File: config.mk
export PLATFORM = sky130hd
export DESIGN_NAME = snes_responder
export DESIGN_NICKNAME = d
export VERILOG_FILES = /design/src/rtl/snes_responder.sv
export SDC_FILE = /design/constraint.sdc
export NUM_CORES = 1
export LEC_CHECK = 0
export BUFFER_PORTS_ARGS = -buffer_cell sky130_fd_sc_hd__clkbuf_2
export CORE_ASPECT_RATIO = 1.75
export CORE_MARGIN = 3
export CORE_UTILIZATION = 28
export DETAILED_ROUTE_END_ITERATION = 12
export HOLD_SLACK_MARGIN = 0.03
export SLEW_MARGIN = 20
export SYNTH_ARGS = -nofsm -noshare
export SYNTH_HDL_FRONTEND = slang
export SYNTH_SLANG_ARGS = --single-unit
export TNS_END_PERCENT = 30
File: constraint.sdc
create_clock -name clk -period 2.33 [get_ports clk]
set_clock_uncertainty 0.15 [all_clocks]
set_input_delay 0.233 -clock clk [delete_from_list [all_inputs] [get_ports clk]]
set_output_delay 0.233 -clock clk [all_outputs]
set_load 0.01 [all_outputs]
File: src/rtl/snes_responder.sv
// snes_responder: SNES controller responder. Latches the 12 button bits on the
// host latch strobe and shifts them out active-low, one bit per host pulse.
// Ports: clk, rst_btn (sync, active-low), latch/pulse (async host strobes),
//        buttons[11:0] (1 = pressed) -> data, busy, frame_done, frame_abort, bit_idx.
// Latency: a pin edge on latch/pulse reaches data SYNC_STAGES+2 cycles later
// (SYNC_STAGES sync flops, one edge flop / FSM register, one output register).
// No backpressure: host strobes are consumed as they arrive.
module snes_responder #(
  parameter int SYNC_STAGES = 2,   // legal range 2-4
  parameter int FRAME_BITS  = 16   // legal range 12-16
) (
  input  logic        clk,
  input  logic        rst_btn,
  input  logic        latch,
  input  logic        pulse,
  input  logic [11:0] buttons,
  output logic        data,
  output logic        busy,
  output logic        frame_done,
  output logic        frame_abort,
  output logic [4:0]  bit_idx
);

  localparam logic [4:0] LAST_IDX = 5'(FRAME_BITS - 1);
  localparam logic [4:0] END_IDX  = 5'(FRAME_BITS);

  typedef enum logic [1:0] {
    IDLE  = 2'd0,
    LOAD  = 2'd1,
    SHIFT = 2'd2,
    DONE  = 2'd3
  } state_t;

  // ---------------------------------------------------------------------------
  // Input synchronizers and edge detection
  // ---------------------------------------------------------------------------
  logic [SYNC_STAGES-1:0] latch_sync_q;
  logic [SYNC_STAGES-1:0] pulse_sync_q;
  logic                   latch_prev_q;
  logic                   pulse_prev_q;
  logic                   latch_s;
  logic                   pulse_s;
  logic                   latch_rise;
  logic                   latch_fall;
  logic                   pulse_rise;

  always_ff @(posedge clk) begin
    if (!rst_btn) begin
      latch_sync_q <= '0;
      pulse_sync_q <= '0;
      latch_prev_q <= 1'b0;
      pulse_prev_q <= 1'b0;
    end else begin
      latch_sync_q <= {latch_sync_q[SYNC_STAGES-2:0], latch};
      pulse_sync_q <= {pulse_sync_q[SYNC_STAGES-2:0], pulse};
      latch_prev_q <= latch_s;
      pulse_prev_q <= pulse_s;
    end
  end

  assign latch_s    = latch_sync_q[SYNC_STAGES-1];
  assign pulse_s    = pulse_sync_q[SYNC_STAGES-1];
  // Edge flops clear on reset, so a latch held high through reset release
  // shows up as a rising edge once it has crossed the synchronizer.
  assign latch_rise = latch_s & ~latch_prev_q;
  assign latch_fall = ~latch_s & latch_prev_q;
  assign pulse_rise = pulse_s & ~pulse_prev_q;

  // ---------------------------------------------------------------------------
  // Frame FSM
  // ---------------------------------------------------------------------------
  state_t      state_q, state_d;
  logic [4:0]  idx_q, idx_d;
  logic [11:0] snap_q, snap_d;
  logic        done_ev_q, done_ev_d;
  logic        abort_ev_q, abort_ev_d;

  always_ff @(posedge clk) begin
    if (!rst_btn) begin
      state_q    <= IDLE;
      idx_q      <= '0;
      snap_q     <= '0;
      done_ev_q  <= 1'b0;
      abort_ev_q <= 1'b0;
    end else begin
      state_q    <= state_d;
      idx_q      <= idx_d;
      snap_q     <= snap_d;
      done_ev_q  <= done_ev_d;
      abort_ev_q <= abort_ev_d;
    end
  end

  always_comb begin
    state_d    = state_q;
    idx_d      = idx_q;
    snap_d     = snap_q;
    done_ev_d  = 1'b0;
    abort_ev_d = 1'b0;

    // Latch rising edge restarts the frame from any state and takes priority
    // over a coincident pulse edge, which is simply dropped.
    if (latch_rise) begin
      state_d    = LOAD;
      idx_d      = '0;
      snap_d     = buttons;
      abort_ev_d = (state_q == SHIFT);
    end else begin
      unique case (state_q)
        IDLE: begin
        end
        LOAD: begin
          // Keep sampling while latch is high; on the falling edge the value
          // captured on the previous cycle is left frozen.
          if (latch_fall) begin
            state_d = SHIFT;
          end else begin
            snap_d = buttons;
          end
        end
        SHIFT: begin
          if (pulse_rise) begin
            if (idx_q == LAST_IDX) begin
              state_d   = DONE;
              idx_d     = END_IDX;
              done_ev_d = 1'b1;
            end else begin
              idx_d = idx_q + 5'd1;
            end
          end
        end
        DONE: begin
        end
        default: begin
          state_d = IDLE;
        end
      endcase
    end
  end

  // ---------------------------------------------------------------------------
  // Wire value for the current state/index
  // ---------------------------------------------------------------------------
  // Bits past the 12 buttons always read as released (1).
  logic [15:0] wire_vec;
  logic        wire_bit;

  assign wire_vec = {4'hF, ~snap_q};

  always_comb begin
    wire_bit = 1'b1;
    unique case (state_q)
      IDLE:    wire_bit = 1'b1;
      LOAD:    wire_bit = ~buttons[0];
      SHIFT:   wire_bit = wire_vec[idx_q[3:0]];
      DONE:    wire_bit = 1'b0;
      default: wire_bit = 1'b1;
    endcase
  end

  // ---------------------------------------------------------------------------
  // Output register stage: keeps data, bit_idx, busy and the event pulses
  // aligned with each other.
  // ---------------------------------------------------------------------------
  logic       data_q;
  logic       busy_q;
  logic       frame_done_q;
  logic       frame_abort_q;
  logic [4:0] bit_idx_q;

  always_ff @(posedge clk) begin
    if (!rst_btn) begin
      data_q        <= 1'b1;
      busy_q        <= 1'b0;
      frame_done_q  <= 1'b0;
      frame_abort_q <= 1'b0;
      bit_idx_q     <= '0;
    end else begin
      data_q        <= wire_bit;
      busy_q        <= (state_q == LOAD) || (state_q == SHIFT);
      frame_done_q  <= done_ev_q;
      frame_abort_q <= abort_ev_q;
      bit_idx_q     <= idx_q;
    end
  end

  assign data        = data_q;
  assign busy        = busy_q;
  assign frame_done  = frame_done_q;
  assign frame_abort = frame_abort_q;
  assign bit_idx     = bit_idx_q;

endmodule

Word level (Yosys, flattened, before mapping):

Index checks and enable logic that the tools add are counted.

* flip-flop bits (word level): 36
* latch bits: 0
* memory bits (writable): 0
* ROM bits: 0
* input bits: 16
* output and inout port bits: 9
* word-level logic and storage cells: 64
* memories: 0

* $add $sub $neg: 1
* $mul: 0
* div/mod/pow operators: 0
* order comparisons: 1
* eq/ne operators: 11
* shift-type cells: 0
* multiplexer cells: 13
* bitwise operators: 11
* reduce and logical (&&, ||, !) cells: 12

Operator list (count)
* 12-bit two-way mux: 3
* 12-bit NOT: 1
* 4-bit AND reduction: 2
* 1-bit NOT: 7
* 2-bit two-way mux: 3
* 2-bit != test, second input constant: 3
* 3-bit != test, second input constant: 2
* 2-bit AND reduction: 3
* 5-bit by 1-bit adder with 5-bit output, second input constant: 1
* 5-bit by 4-bit equality test with 1-bit output, second input constant: 1
* 4-bit by 5-bit less-than comparator with 1-bit output, second input constant: 1
* 5-bit two-way mux: 1
* 1-bit binary-select mux with 4-bit select: 1
* 2-bit equality test, second input constant: 2
* 1-bit case mux with 4 select lines: 1
* 2-bit case mux with 2 select lines: 1
* 2-bit nonzero test: 2
* 4-bit OR reduction: 1
* 1-bit AND: 3
* 1-bit two-way mux: 3
* 3-bit by 2-bit != test with 1-bit output, second input constant: 1
* 3-bit nonzero test: 1
* 2-bit by 1-bit equality test with 1-bit output, second input constant: 1
* 2-bit zero test: 1
* 3 further kinds: 3

Logic depth before layout (Yosys ltp):

Gate-level depths: netlist of run 1.

* depth in word-level cells: 5
* depth in mapped cells: 7
* depth with buffers taken out: 7

Worst setup path before layout of run 1:

Ideal clock, no wire load.

* path kind: reg-to-reg
* start: register idx_q[0]
* end: register idx_q[3]
* setup time: 0.070 ns
* data arrival time: 1.518 ns
* data required time: 2.110 ns
* setup slack: 0.592 ns
* cell stages (with the launch flop): 6
* buffers on the path: 0
* clock period less this slack: 1.738 ns
* path through: dfxtp_1 ha_1 and3_1 ha_1 or4_1 a21oi_1

* longest elaborated chain between the ends: 2
* elaborated cells between the ends (all ways): 3
* classes of those cells: add/sub (1); eq/ne (1); mux (1)

Ends and longest elaborated chain
* start: declaration: RTL line 73 `logic [4:0] idx_q, idx_d;`
* start signal: assignment: RTL line 87 `idx_q <= idx_d;`
* 5-bit by 1-bit adder with 5-bit output / 5-bit by 4-bit equality test with 1-bit output (equally long branches): RTL line 128, 123
* 5-bit two-way mux *: RTL line 123 `if (idx_q == LAST_IDX) begin`

Mark *: on every way between the ends. The rest lies on a longest branch, timed or not.
A chain may end at the register's enable or synchronous reset.

Worst setup path in the final report of run 1:

* start: register idx_q[0]
* end: register idx_q[2]

The elaborated chain is that of the path after synthesis.

==> results of run 1 <==
-- power by group through the flow --
stage	combinational, mW	sequential (mW)	clock, mW
floorplan	0.112	0.685	0
global placement	0.161	0.687	0
detailed placement	0.163	0.688	0
CTS	0.170	0.674	0.484
global route	0.192	0.677	0.508
finish	0.165	0.673	0.467
-- worst max path at each step --
stage,slack (ps),startpoint,end,cells past startpoint
global placement,400,idx_q[0]$_SDFFE_PP0N_,idx_q[3]$_SDFFE_PP0N_,5
floorplan,590,idx_q[0]$_SDFFE_PP0N_,idx_q[3]$_SDFFE_PP0N_,5
CTS,340,idx_q[0]$_SDFFE_PP0N_,idx_q[2]$_SDFFE_PP0N_,5
finish,340,idx_q[0]$_SDFFE_PP0N_,idx_q[2]$_SDFFE_PP0N_,5
global route,200,idx_q[1]$_SDFFE_PP0N_,state_q[1]$_SDFFE_PP0P_,7
detailed placement,360,idx_q[0]$_SDFFE_PP0N_,idx_q[2]$_SDFFE_PP0N_,5
-- Yosys cell counts --
| cell | n | area share [%] |
|---|---|---|
| nor2_1 | 9 | 2.3 |
| dfxtp_1 | 36 | 50 |
| a21boi_0 | 12 | 6.2 |
| nor3_1 | 1 | 0.34 |
| a21oi_1 | 7 | 2.4 |
| a311oi_1 | 1 | 0.60 |
| o2bb2ai_1 | 1 | 0.60 |
| mux2i_1 | 2 | 1.4 |
| a31oi_1 | 1 | 0.43 |
| ha_1 | 7 | 6.0 |
| and2_2 | 1 | 0.52 |
| and2_1 | 13 | 5.6 |
| nand2_1 | 27 | 7.0 |
| mux4_2 | 2 | 3.1 |
| clkbuf_1 | 3 | 0.77 |
| buf_6 | 1 | 0.77 |
| inv_1 | 7 | 1.8 |
| and3_1 | 2 | 0.86 |
| o31ai_1 | 1 | 0.52 |
| buf_2 | 4 | 1.4 |
| nand2b_1 | 2 | 0.86 |
| nand3b_2 | 1 | 0.77 |
| nor2b_1 | 1 | 0.43 |
| nand3b_1 | 1 | 0.52 |
| o21ai_0 | 4 | 1.4 |
| nand4b_1 | 1 | 0.60 |
| or4_1 | 1 | 0.52 |
| nor3b_1 | 2 | 1.0 |
| or2_2 | 1 | 0.43 |
| or4b_1 | 1 | 0.69 |
| nand3_1 | 1 | 0.34 |
| o21ai_1 | 1 | 0.34 |
-- final cells by class --
cell class              instances  area [um^2]  area share, %
clock buffers                   7         96.3           5.49
inverters                       7         26.3           1.50
multi-input cells             104          666           37.9
flip-flops and latches         36          721           41.1
well taps                      54         67.6           3.85
repair buffers                 30          178           10.1
-- timing repair --
item,in CTS,in global routing
resized for setup,0,0
hold buffers,5,0
endpoints found under the hold margin,5,0
-- per-stage QoR --
step	instance area (um^2)	setup WS [ps]	std cells
5_1_grt	1750	204	238
3_5_place_dp	1610	360	226
4_1_cts	1750	343	238
6_report	1750	343	238
2_1_floorplan	1460	592	155
3_3_place_gp	1610	404	226
-- metal layers --
metal | track usage (%) | share of wire, % | vias up
met5 | 0 | 0 | -
met4 | 6.01 | 3.1 | 0
met3 | 2.30 | 4.0 | 6
met2 | 18.3 | 54 | 17
met1 | 10.5 | 39 | 506
li1 | - | - | 570
-- registers in the layout (all words and copies together) (netlist names) --
| name | cells |
|---|---|
| abort_ev_q | 1 |
| bit_idx | 5 |
| busy | 1 |
| data | 1 |
| done_ev_q | 1 |
| frame_abort | 1 |
| frame_done | 1 |
| idx_q | 5 |
| latch_prev_q | 1 |
| latch_sync_q | 2 |
| pulse_prev_q | 1 |
| pulse_sync_q | 2 |
| snap_q | 12 |
| state_q | 2 |
-- cell families (layout without fill, tap and decap cells) --
family | Yosys count | count (layout) | share of synthesized area, %
buffers and inverters | 15 | 44 | 4.73
DFF | 36 | 36 | 49.5
adders and majority gates | 7 | 7 | 6.02
AOI/OAI and AO/OA | 28 | 28 | 12.5
muxes | 4 | 4 | 4.47
and+or+nand+nor | 65 | 65 | 22.8
-- critical path, stage by stage (launching register included) --
cell and delay [ps]:
dfxtp_1 400, ha_1 260, and3_1 180, ha_1 260
or4b_1 520, a21oi_1 140
==> reports/metrics.csv, run 1 <==
stage;metric;value;unit
outcome;outcome;complete, no violations;
placed_design;io_buffers;24;
timing;rsz0062_at_grt;no;
yosys;ys_warn_count;0;
pwr;switching_share;23.9;%
timing;period_share;85.3;%
pwr;powerDensity;744;nW/um^2
layout;fin_nets;207;
yosys;ys_seq_area_share;49.5;%
floorplan;rows;34;
setup_path;rrSetupSlack;340;ps
timing;setup_tns;0;ps
setup_path;cp-start-kind;flop;
timing;tightest_slew;454;ps
route;drtIter0Drc;12;
clock_network;postCtsSetupBuffers;0;
setup_path;worstRegToRegCells;5;
setup_path;reg2reg_to;idx_q[2]$_SDFFE_PP0N_;
yosys;syn_avg_cell_area;9.39;um^2
clock_network;cts-root-buf;clkbuf_8;
layout;final_util;35.2;%
pwr;power;1.30;mW
yosys;synth_nets;178;
global_route;grt_antenna_before_repair;0;
pwr;internal_power;993;uW
setup_path;arrival;2050;ps
global_route;grt.overflow.total;0;
yosys;synth_seq_cells;36;
route;final_antenna_net_count;0;
setup_path;worstPathRequired;2390;ps
global_route;grt_pass1_wl;4.76;mm
floorplan;die_width;60.5;um
clock_network;h-tree-depth;2;
yosys;synth.distinct_cells;32;
route;drc;0;
floorplan;num_io_pins;25;
pwr;p_leak;0.707;nW
layout;diodes;0;
timing;whs;33.1;ps
layout;fillers;521;
floorplan;die_area;6130;um^2
pwr;seq_power_share;51.6;%
pwr;power.share.clock;35.8;%
clock_network;path_clk_slew;70;ps
timing;slew_headroom;69.8;%
setup_path;setup.worst_path.class;flop to flop;
layout;final_common_cell;dfxtp_1;
timing;report.final.slew_viol_count;0;
route;dr.pass1.iters;4;
layout;syn_to_final_growth;20.6;%
setup_path;rr_startpoint;idx_q[0]$_SDFFE_PP0N_;
setup_path;cp_max_fo;9;
global_route;grt_pass1_vias;1097;
global_route;track_usage;10.3;%
min_path;whs_path_depth;3;
timing;setup_violations;0;
route;routedWlPerCell;11.2;um
min_path;hold_path_class;primary input to flop;
min_path;min_from;buttons[3];
timing;final-hold-violation-count;0;
yosys;netlist_instances;155;
yosys;synth_area;1460;um^2
placed_design;dp_hpwl;1.98;mm
flow_run;drv_cap;0;
global_route;grt_max_degree;31;
timing;timing.fmax;503;MHz
pwr;peakVddDrop;413;uV
route;vias_per_cell;4.62;
clock_network;clk_latency;280;ps
route;wl;2.67;mm
clock_network;cts.sinks;36;
route;vias;1099;
placed_design;place.gp.congestion;0.826;
pwr;comb_power_share;12.6;%
floorplan;coreArea;4980;um^2
min_path;whs_endpoint;snap_q[3]$_SDFFE_PN0P_;
timing;layout_min_cycle_time;1990;ps
floorplan;initial_core_util;29.2;%
floorplan;die_height;101;um
clock_network;cts_made_buffers;5;
layout;drive_above_1_share;20.1;%
setup_path;crit_path_end_kind;flop;
clock_network;clockBufferDepth;2;
layout;layout_common_cells;dfxtp_1, nand2_1, clkbuf_2;
pwr;p_switching;312;uW
clock_network;cts_tree;done;
No activity file was read; power rests on OpenSTA's default activity.
==> inputs of run 2 (changes only) <==
Settings changed: CORE_MARGIN 3 to not set.
Clock period 2.33 ns to 2.05 ns, I/O delays scaled along.
==> reports/metrics.csv, run 2 (synthesis results as in run 1) <==
stage;metric;value;unit
clock_network;h-tree-depth;2;
route;wl_met3;84;um
floorplan;die_height;97.4;um
pwr;switching_share;23.6;%
setup_path;arrival;1900;ps
placed_design;pre_cts_ws;220;ps
timing;final-hold-violation-count;0;
route;dr.pass1.iters;4;
layout;diodes;0;
layout;seq_area;721;um^2
timing;setup_ws;216;ps
placed_design;io_buffers;24;
layout;multi_input_comb_area;666;um^2
timing;setup_violations;0;
clock_network;cts.sinks;36;
layout;final_common_cell;dfxtp_1;
setup_path;crit_path_end_kind;flop;
min_path;hold_path_class;flop to flop;
clock_network;clk_latency;280;ps
timing;report.final.slew_viol_count;0;
pwr;peakVddDrop;446;uV
floorplan;die_area;5500;um^2
setup_path;cp_max_fo;7;
clock_network;cts-root-buf;clkbuf_8;
timing;timing.fmax;545;MHz
floorplan;rows;34;
pwr;seq_power_share;51.1;%
route;vias_per_cell;4.61;
global_route;grt_pass1_wl;4.86;mm
flow_run;drv_cap;0;
pwr;power.share.clock;35.2;%
pwr;internal_power;1.14;mW
layout;syn_to_final_growth;27.8;%
route;vias;1147;
route;drc;0;
setup_path;worst-path-buf-inv;0;
timing;period_share;89.5;%
global_route;grt_max_degree;31;
route;top_layer;met4;
setup_path;cp_top_family;simple AND/OR/NAND/NOR gates;
route;wl;2.74;mm
floorplan;num_io_pins;25;
setup_path;setup.worst_path.class;flop to flop;
timing;setup_tns;0;ps
pwr;comb_power_share;13.7;%
route;wl_met1;1.09;mm
global_route;grt.overflow.total;0;
layout;largest-register;snap_q;
floorplan;die_width;56.5;um
global_route;grt_pass1_vias;1163;
pwr;p_leak;0.756;nW
route;drtIter0Drc;16;
floorplan;initial_core_util;29.2;%
setup_path;cp_slowest_cell;or4b_1;
clock_network;cts_tree;done;
route;routedWlPerCell;11.0;um
layout;drive_above_1_share;20.0;%
layout;fillers;513;
global_route;grt_antenna_before_repair;0;
pwr;powerDensity;803;nW/um^2
setup_path;path_cells;ha_1 > and3_1 > ha_1 > or4b_1 > a21oi_1;
clock_network;cts_made_buffers;5;
setup_path;slowest_delay;520;ps
route;dr_wl_met2;1.48;mm
route;final_antenna_net_count;0;
setup_path;cp-start-kind;flop;
global_route;track_usage;11.2;%
layout;largest_reg_flops;12;
pwr;p_switching;353;uW
placed_design;place.gp.congestion;0.721;
placed_design;dp_hpwl;1.89;mm
clock_network;clockBufferDepth;2;
timing;rsz0062_at_grt;no;
layout;fin_nets;218;
timing;tightest_slew;460;ps
timing;slew_headroom;69.4;%
setup_path;critPathMostFrequentCell;ha_1;
layout;layout_common_cells;dfxtp_1, nand2_1, clkbuf_2;
timing;layout_min_cycle_time;1830;ps
outcome;outcome;complete, no violations;
clock_network;path_clk_slew;60;ps
setup_path;worstPathRequired;2110;ps
floorplan;coreArea;4980;um^2
## run 2: cell count changes in the layout (fill, tap and decap cells not counted), sizes merged
cell / delta
buf: +2
dlygate4sd3: +9
## run 2: area by class of cell
| type | count | share of cell area (%) |
|---|---|---|
| flip-flops and latches | 36 | 38.8 |
| multi-input cells | 104 | 35.8 |
| repair buffers | 41 | 15.2 |
| clock buffers | 7 | 5.18 |
| well taps | 54 | 3.63 |
| inverters | 7 | 1.41 |
## run 2: timing repair
item	4_1_cts	5_1_grt
hold buffers	14	0
gates resized for setup	0	0
setup buffers	0	0
hold endpoints to repair	14	0
## run 2: final timing paths
check / cells past startpoint / slack [ps] / end / startpoint
setup / recovery: 5 / 220 / idx_q[2]$_SDFFE_PP0N_ / idx_q[0]$_SDFFE_PP0N_
hold / removal: 1 / 280 / frame_abort$_SDFF_PN0_ / abort_ev_q$_SDFF_PN0_
setup reg to reg: 5 / 220 / idx_q[2]$_SDFFE_PP0N_ / idx_q[0]$_SDFFE_PP0N_
hold reg to reg: 1 / 280 / frame_abort$_SDFF_PN0_ / abort_ev_q$_SDFF_PN0_
## run 2: metal layers
layer / GRT usage, % / vias to the layer above
li1: - / 593
met3: 2.26 / 7
met5: 0 / -
met4: 7.69 / 0
met1: 10.7 / 526
met2: 20.5 / 21
## run 2: power by group through the flow
stage               Sequential, mW  Combinational (mW)  Clock [mW]
CTS                          0.763               0.210       0.550
global route                 0.768               0.232       0.574
global placement             0.779               0.185           0
detailed placement           0.779               0.188           0
floorplan                    0.778               0.127           0
finish                       0.763               0.204       0.526
## run 2: through the flow
step                      hold slack (ps)  instances  instance area, um^2  total power [mW]  utilization (%)
after floorplan                       182        155                 1460             0.905                -
after global placement                262        228                 1620             0.964             32.6
after detailed placement              266        228                 1620             0.967             32.6
after CTS                             288        249                 1860              1.52             37.4
after global routing                  305        249                 1860              1.57             37.4
final                                 284        249                 1860              1.49             37.4
==> inputs of run 3 (changes only) <==
Settings changed: CORE_MARGIN set to 3, PLACE_DENSITY_LB_ADDON set to 0.12.
==> reports/metrics.csv, run 3 (synthesis results as in run 1) <==
stage;metric;value;unit
placed_design;dp_hpwl;2.01;mm
placed_design;io_buffers;24;
min_path;hold_path_class;flop to flop;
pwr;seq_power_share;52.1;%
layout;final_util;37.2;%
clock_network;clk_latency;280;ps
placed_design;pre_cts_ws;218;ps
setup_path;cp-start-kind;flop;
pwr;peakVddDrop;537;uV
global_route;grt_pass1_vias;1116;
placed_design;dp_cells;228;
route;drtIter0Drc;22;
timing;timing.fmax;540;MHz
pwr;internal_power;1.11;mW
layout;final_cells;250;
pwr;power.share.clock;34.2;%
pwr;p_switching;352;uW
timing;slew_headroom;68.4;%
layout;layout_common_cells;dfxtp_1, nand2_1, clkbuf_2;
floorplan;coreArea;4980;um^2
route;wl_met1;1.20;mm
pwr;switching_share;24.0;%
route;dr.pass1.iters;4;
pwr;p_leak;0.751;nW
setup_path;crit_path_end_kind;flop;
timing;setup_ws;200;ps
route;drc;0;
flow_run;drv_cap;0;
layout;syn_to_final_growth;27.3;%
timing;setup_violations;0;
clock_network;cts-root-buf;clkbuf_8;
timing;tightest_slew;474;ps
route;top_layer;met4;
placed_design;place.gp.congestion;0.745;
clock_network;h-tree-depth;2;
timing;report.final.slew_viol_count;0;
route;wl_met3;149;um
floorplan;die_area;6130;um^2
outcome;outcome;complete, no violations;
timing;setup_tns;0;ps
timing;whs;283;ps
setup_path;arrival;1910;ps
timing;period_share;90.3;%
timing;layout_min_cycle_time;1850;ps
global_route;grt_pass1_wl;4.80;mm
clock_network;cts_tree;done;
setup_path;cp_max_fo;7;
clock_network;cts.sinks;36;
layout;fin_nets;218;
layout;largest-register;snap_q;
route;final_antenna_net_count;0;
floorplan;rows;34;
setup_path;setup.worst_path.class;flop to flop;
floorplan;die_width;60.5;um
layout;diodes;0;
layout;final_common_cell;dfxtp_1;
clock_network;path_clk_slew;70;ps
floorplan;num_io_pins;25;
floorplan;initial_core_util;29.2;%
global_route;grt_max_degree;31;
route;vias;1154;
global_route;grt.overflow.total;0;
global_route;track_usage;10.3;%
timing;rsz0062_at_grt;no;
timing;final-hold-violation-count;0;
global_route;grt_antenna_before_repair;0;
layout;drive_above_1_share;19.4;%
floorplan;die_height;101;um
pwr;powerDensity;791;nW/um^2
clock_network;postCtsSetupBuffers;0;
pwr;comb_power_share;13.7;%
clock_network;cts_made_buffers;5;
route;dr_wl_met2;1.39;mm
route;vias_per_cell;4.62;
route;routedWlPerCell;11.1;um
clock_network;clockBufferDepth;2;
setup_path;worstPathRequired;2110;ps
route;wl;2.79;mm
layout;largest_reg_flops;12;
==> run 3: changes by cell type in the layout (fill, tap and decap cells not counted), sizes merged <==
| cell | before | now |
|---|---|---|
| clkbuf | 31 | 32 |
==> run 3: worst paths after layout <==
| kind | from | endpoint | slack (ps) | depth (start not counted) |
|---|---|---|---|---|
| max | idx_q[0]$_SDFFE_PP0N_ | idx_q[2]$_SDFFE_PP0N_ | 200 | 5 |
| min | pulse_sync_q[0]$_SDFF_PN0_ | pulse_sync_q[1]$_SDFF_PN0_ | 280 | 1 |
| min reg2reg | pulse_sync_q[0]$_SDFF_PN0_ | pulse_sync_q[1]$_SDFF_PN0_ | 280 | 1 |
| max reg2reg | idx_q[0]$_SDFFE_PP0N_ | idx_q[2]$_SDFFE_PP0N_ | 200 | 5 |
==> run 3: area by class of cell <==
cell class              instances  area (um^2)
clock buffers                   8         90.1
fillers                       522         3120
inverters                       7         26.3
multi-input cells             104          666
flip-flops and latches         36          721
well taps                      54         67.6
repair buffers                 41          283
==> run 3: per-stage QoR <==
stage	total power, mW	instance area [um^2]
finish	1.47	1850
global route	1.56	1850
CTS	1.50	1850
detailed placement	0.963	1620
global placement	0.960	1620
floorplan	0.905	1460
==> run 3: power groups by stage <==
stage / combinational [mW] / clock, mW / sequential, mW
after CTS: 0.206 / 0.526 / 0.764
final: 0.201 / 0.501 / 0.764
after detailed placement: 0.184 / 0 / 0.780
after global placement: 0.181 / 0 / 0.779
after floorplan: 0.127 / 0 / 0.778
after global routing: 0.234 / 0.558 / 0.768
==> run 3: worst max-delay path: stages, from the launching register on <==
cell,delay (ps)
dfxtp_1,310
ha_1,210
and3_1,190
ha_1,250
or4b_1,520
a21oi_1,150
==> run 3: routing by layer <==
metal,track usage (%),vias up
li1,-,594
met1,11.4,533
met3,3.83,4
met2,17.2,23
met5,0,-
met4,5.01,0
==> run 3: timing repair <==
action / 4_1_cts / 5_1_grt
hold endpoints to repair: 14 / 0
hold buffers: 14 / 0
resized for setup: 0 / 0
